File: src/rtl/fifo_pcie.sv
// fifo_pcie: synchronous circular-buffer FIFO with occupancy thresholds and sticky error flags
module fifo_pcie #(
  parameter int DATA_WIDTH      = 12,
  parameter int ADDR_WIDTH      = 3,
  parameter int ALMOST_FULL_TH  = 6,
  parameter int ALMOST_EMPTY_TH = 2
) (
  input  logic                  clk,
  input  logic                  reset,
  input  logic                  push,
  input  logic                  pop,
  input  logic [DATA_WIDTH-1:0] data_in,
  output logic [DATA_WIDTH-1:0] data_out,
  output logic                  full,
  output logic                  empty,
  output logic                  almost_full,
  output logic                  almost_empty,
  output logic [ADDR_WIDTH:0]   count,
  output logic                  overflow_err,
  output logic                  underflow_err
);
  localparam int DEPTH = 1 << ADDR_WIDTH;
  logic [DATA_WIDTH-1:0] mem [DEPTH];
  logic [ADDR_WIDTH-1:0] wr_ptr, rd_ptr;
  logic do_push, do_pop;
  always_comb begin
    full         = count == (ADDR_WIDTH+1)'(DEPTH);
    empty        = count == '0;
    almost_full  = count >= (ADDR_WIDTH+1)'(ALMOST_FULL_TH);
    almost_empty = count <= (ADDR_WIDTH+1)'(ALMOST_EMPTY_TH);
    do_pop       = pop && !empty;
    do_push      = push && (!full || do_pop);
  end
  // storage is never cleared; reset only blocks the write
  always_ff @(posedge clk)
    if (reset && do_push) mem[wr_ptr] <= data_in;
  always_ff @(posedge clk) begin
    if (!reset) begin
      wr_ptr        <= '0;
      rd_ptr        <= '0;
      count         <= '0;
      data_out      <= '0;
      overflow_err  <= 1'b0;
      underflow_err <= 1'b0;
    end else begin
      if (do_push) wr_ptr <= wr_ptr + ADDR_WIDTH'(1);
      if (do_pop) begin
        data_out <= mem[rd_ptr];
        rd_ptr   <= rd_ptr + ADDR_WIDTH'(1);
      end
      count <= count + (ADDR_WIDTH+1)'(do_push) - (ADDR_WIDTH+1)'(do_pop);
      if (push && full && !pop) overflow_err <= 1'b1;
      if (pop && empty) underflow_err <= 1'b1;
    end
  end
endmodule
File: config.mk
export PLATFORM = sky130hd
export DESIGN_NAME = fifo_pcie
export DESIGN_NICKNAME = d
export VERILOG_FILES = /design/src/rtl/fifo_pcie.sv
export SDC_FILE = /design/constraint.sdc
export NUM_CORES = 1
export LEC_CHECK = 0
export ABC_AREA = 1
export BUFFER_PORTS_ARGS = -buffer_cell sky130_fd_sc_hd__buf_4
export CORE_MARGIN = 8
export CORE_UTILIZATION = 60
export DETAILED_ROUTE_END_ITERATION = 7
export GPL_TIMING_DRIVEN = 0
export PLACE_DENSITY = 0.79
export REMOVE_ABC_BUFFERS = 1
export SYNTH_ARGS = -nofsm -noshare
export SYNTH_HDL_FRONTEND = slang
export SYNTH_SLANG_ARGS = --single-unit
File: constraint.sdc
create_clock -name clk -period 2.4 [get_ports clk]
set_clock_uncertainty 0.1 [all_clocks]
set_input_delay 0.48 -clock clk [delete_from_list [all_inputs] [get_ports clk]]
set_output_delay 0.48 -clock clk [all_outputs]
set_load 0.02 [all_outputs]
# After elaboration in Yosys (flattened, before gate mapping)
# Memory sizes are Yosys's and may differ from the RTL's. A register that Yosys moved wholly into a read port is not among the register bits.
# Cells that the tools add are included.
[totals]
reg_bits = 12
ram_bits = 96
inputBits = 16
output_inout_bits = 22
word_cells = 27
n_memories = 1
[classes]
add_sub_neg = 4
n_lt_le_gt_ge = 2
eq_ne = 1
muxes = 2
n_reduce_logical = 12
[mem_list]
columns = ["memory", "words", "width", "rd", "rd_ports_with_merged_regs", "wr", "line_no", "source"]
rows = [
  ["mem", 8, 12, 1, 1, 1, "23", "logic [DATA_WIDTH-1:0] mem [DEPTH];"],
]
[ops]
columns = ["op", "n"]
rows = [
  ["3-bit by 1-bit adder with 3-bit output, second input constant", 2],
  ["1-bit logical AND", 6],
  ["4-bit by 1-bit adder with 4-bit output", 1],
  ["4-bit == test, second input constant", 1],
  ["4-bit by 3-bit >= comparator with 1-bit output, second input constant", 1],
  ["4-bit by 2-bit <= comparator with 1-bit output, second input constant", 1],
  ["1-bit zero test", 4],
  ["4-bit zero test", 1],
  ["4-bit by 1-bit subtractor with 4-bit output", 1],
  ["1-bit 2-to-1 mux", 2],
  ["1-bit logical OR", 1],
]

# Logic depth before layout (Yosys ltp)
[depth]
ltp_word = 8
mapped_depth = 15
ltp_nobuf = 15

# Worst setup path after synthesis
# Ideal clock, no wire load.
[synth_path]
kind = "reg2reg"
start = "register count[2]"
end = "register count[2]"
setup_time_ns = 0.128
t_arrival_ns = 2.139
required_ns = 2.172
setup_slack_ns = 0.034
stages_incl_launch_ff = 13
n_path_buf = 0
synth_period_minus_slack_ns = 2.366
cell_sequence = "dfxtp_1 > inv_1 > ha_1 > nor3b_2 > nand2_1 > nand2_2 > inv_4 > nand2_1 > nand2_1 > ha_1 > fa_1 > xnor2_1 > nor2_1"
[synth_via]
word_cells_on_any_way = 9
cone_classes = "add/sub: 2; eq/ne: 1; reduce/logical: 6"
[synth_lines]
columns = ["element", "line_no", "source"]
rows = [
  ["start, declared", "18", "output logic [ADDR_WIDTH:0] count,"],
  ["start signal, assigned", "51", "count <= count + (ADDR_WIDTH+1)'(do_push) - (ADDR_WIDTH+1)'(do_pop);"],
  ["4-bit == test", "27", "full = count == (ADDR_WIDTH+1)'(DEPTH);"],
  ["named net full", "14", "output logic full,"],
  ["1-bit zero test", "32", "do_push = push && (!full || do_pop);"],
  ["1-bit logical OR", "32", ""],
  ["1-bit logical AND", "32", ""],
  ["4-bit by 1-bit adder with 4-bit output", "51", ""],
  ["4-bit by 1-bit subtractor with 4-bit output", "51", ""],
]
# The timed path passes the listed nets, and every way through them passes these cells.
# A chain may end at the register's enable or synchronous reset.

# Worst setup path in the final report
[layout_path]
start = "register count[2]"
end = "register count[2]"
[layout_via]
elab_chain_cells = 7
word_cells_on_any_way = 9
cone_classes = "add/sub: 2; eq/ne: 1; reduce/logical: 6"
[layout_lines]
columns = ["element", "line_no", "source"]
rows = [
  ["4-bit zero test", "28", "empty = count == '0;"],
  ["1-bit zero test", "31", "do_pop = pop && !empty;"],
  ["1-bit logical AND", "31", ""],
  ["1-bit logical OR", "32", ""],
  ["1-bit logical AND", "32", ""],
  ["4-bit by 1-bit adder with 4-bit output", "51", ""],
  ["4-bit by 1-bit subtractor with 4-bit output (*)", "51", ""],
]
# Mark *: on every way between the ends. The rest lies on a longest branch, timed or not.

==> results_dict.tcl <==
set metrics [dict create \
    fin_nets 598 \
    portBuffers 37 \
    postPlaceCellArea_sq_mm 0.005507 \
    syn2layout_area_growth_pct 24.39 \
    clock_sinks 120 \
    coreArea_sq_mm 0.008551 \
    drive_above_1_share 0.1983 \
    track_usage 0.2240 \
    place_inst 641 \
    final_cell_area_sq_mm 0.006476 \
    worst_slew_pin_slew_ns 0.8969 \
    synth.most_common_cell "nand2_1" \
    overflow 0 \
    first_pass_iters 5 \
    cp-start-kind "flop" \
    rows 34 \
    cp_max_fo 6 \
    layout_setup_ws_ns 0.1001 \
    maxCapViolCount 0 \
    setup.worst_path.end_class "flop" \
    worstPathRequired_ns 2.68 \
    path_clk_slew_ns 0.06 \
    grt_max_degree 51 \
    critical_path_class "reg -> reg" \
    grt_pass1_vias 3846 \
    period_needed_ns 2.300 \
    synthFlopType "edfxtp_1" \
    numCtsBuffers 17 \
    postSynthAreaPerCell_sq_um 10.07 \
    die_w_um 109.2 \
    place_ws_ns -0.8631 \
    worst-endpoint-arrival_ns 2.58 \
    netlist_top_cells_area "edfxtp_1, nand2_1, dfxtp_1, nand3_1, inv_1" \
    htree_num_levels 4 \
    ios 38 \
    grt_first_pass_wirelength_um 19720 \
    stdcell_count 693 \
    synth_seq_cells 120 \
    seq_area_frac_synth 0.6460 \
    hold_violations 0 \
    syn-instance-count 517 \
    fmax_ghz 0.4348 \
    ant_nets 0 \
    syn_area_sq_mm 0.005206 \
    drcViolationCount 0 \
    wirelength_um 12900 \
    ys_types 26 \
    yosys_warnings 0 \
    antenna_cells 0 \
    hpwl_um 6298 \
    clk_path_buf_depth 2 \
    hold_buffers 0 \
    die_h_um 109.2 \
    wl_per_cell_um 18.61 \
    relSlewSlack 0.4012 \
    cts_tree "built" \
    antenna_found_initial 0 \
    final.period_utilization 0.9583 \
    synth_commonest_cells "nand2_1, edfxtp_1, inv_1" \
    initial_core_util 0.6089 \
    post-synth-top-area-cell "edfxtp_1" \
    synthArstFlopShare 0 \
    clock_tree.root_cell "clkbuf_8" \
    die_area_sq_mm 0.01191 \
    irDropWorstVdd_v 0.0007881 \
    gp_congestion 0.7596 \
    final_max_slew_viol_count 0 \
    power_density_mw_per_mm2 1136 \
    hp-class "in -> reg" \
    p_leak_nw 2.794 \
    synth_top_area_share 0.5537 \
    synth-edff-count 96 \
    outcome "finished, final reports clean" \
    via_per_inst 5.504 \
    dr.first_iter.drc_count 344 \
    insertion_delay_ns 0.51 \
    finalSetupViolations 0 \
    vias 3814 \
]
## stage by stage
step | hold slack [ns] | setup TNS [ns] | utilization | total power, W
final | 0.09767 | 0 | 0.7574 | 0.007358
after global routing | 0.08882 | -0.02116 | 0.7574 | 0.007674
after CTS | 0.08154 | 0 | 0.7508 | 0.007236
after detailed placement | 0.3604 | -67.75 | 0.6440 | 0.004376
after global placement | 0.3482 | -73.23 | 0.6412 | 0.004283
after floorplan | 0.3930 | -4.916 | - | 0.003726
## power by group
group / total (W) / switching (W) / internal [W] / leakage (nW)
sequential: 0.00262 / 0.000194 / 0.00243 / 1.06
combinational: 0.00202 / 0.00126 / 0.000753 / 1.43
clock: 0.00272 / 0.000927 / 0.00179 / 0.302
total: 0.00736 / 0.00239 / 0.00497 / 2.79
## layout by cell type (no fill, tap or decap), types with 2 or more instances in the layout
master / instances
nand2_1: 147
edfxtp_1: 96
inv_1: 85
nand3_1: 72
buf_4: 50
dfxtp_1: 22
a21oi_1: 17
clkbuf_16: 16
nor2_1: 10
ha_1: 8
buf_12: 7
inv_2: 5
o21ai_0: 5
bufinv_16: 5
nor2_4: 4
nor3_4: 4
clkinv_4: 4
nand2_2: 3
clkinvlp_4: 3
inv_4: 2
dfxtp_2: 2
## final timing paths
check | from | end | slack, ns | cells past startpoint
setup / recovery | count[2]$_SDFF_PN0_ | count[2]$_SDFF_PN0_ | 0.10 | 12
hold / removal | data_in[7] | mem[1][7]$_DFFE_PP_ | 0.1 | 1
setup reg to reg | count[2]$_SDFF_PN0_ | count[2]$_SDFF_PN0_ | 0.10 | 12
hold reg to reg | data_out[7]$_SDFFE_PN0N_ | data_out[7]$_SDFFE_PN0N_ | 0.37 | 2
## what timing repair did
| item | CTS | global route |
|---|---|---|
| setup endpoints to repair | 102 | 3 |
| gates cloned | 1 | 0 |
| endpoints found under the hold margin | 0 | 0 |
| resized for setup | 18 | 5 |
| buffers inserted | 14 | 5 |
| pin swaps | 8 | 2 |
## registers in the layout, summed over array words and instances, names as in the netlist
| signal | cells |
|---|---|
| rd_ptr | 3 |
| underflow_err | 1 |
| overflow_err | 1 |
| data_out | 12 |
| mem | 96 |
| count | 4 |
| wr_ptr | 3 |
## final cells by class
cell class | instances | area (sq um)
sequential | 120 | 3366
clock inverter | 15 | 225.2
tap | 108 | 135.1
clock buffer | 17 | 414.1
timing repair buffer | 57 | 515.5
multi-input combinational | 284 | 1470
inverter | 92 | 350.3
fill | 512 | 2074
## per-layer routing
metal	routed length [um]	GRT usage
met1	4879	0.2580
met2	6558	0.3895
met3	1140	0.06147
met4	319	0.08407
met5	0	0
## cell families after synthesis
family	Yosys count	share of synthesized area
xor gates and xnor gates	2	0.003365
DFF	120	0.6460
buffers and inverters	114	0.09301
and+or+nand+nor	245	0.2055
AOI/OAI and AO/OA	26	0.02668
adders and majority gates	10	0.02548
## critical path, cell delays in order, from the launching register on
cell	delay, ns
dfxtp_1	0.34
inv_2	0.12
ha_1	0.16
nor3b_4	0.22
nand2_1	0.10
nand2_2	0.13
inv_4	0.07
nand2_1	0.07
nand2_1	0.06
ha_1	0.21
fa_2	0.36
xnor2_1	0.19
nor2_1	0.05
Power figures use the tool's default switching activity.
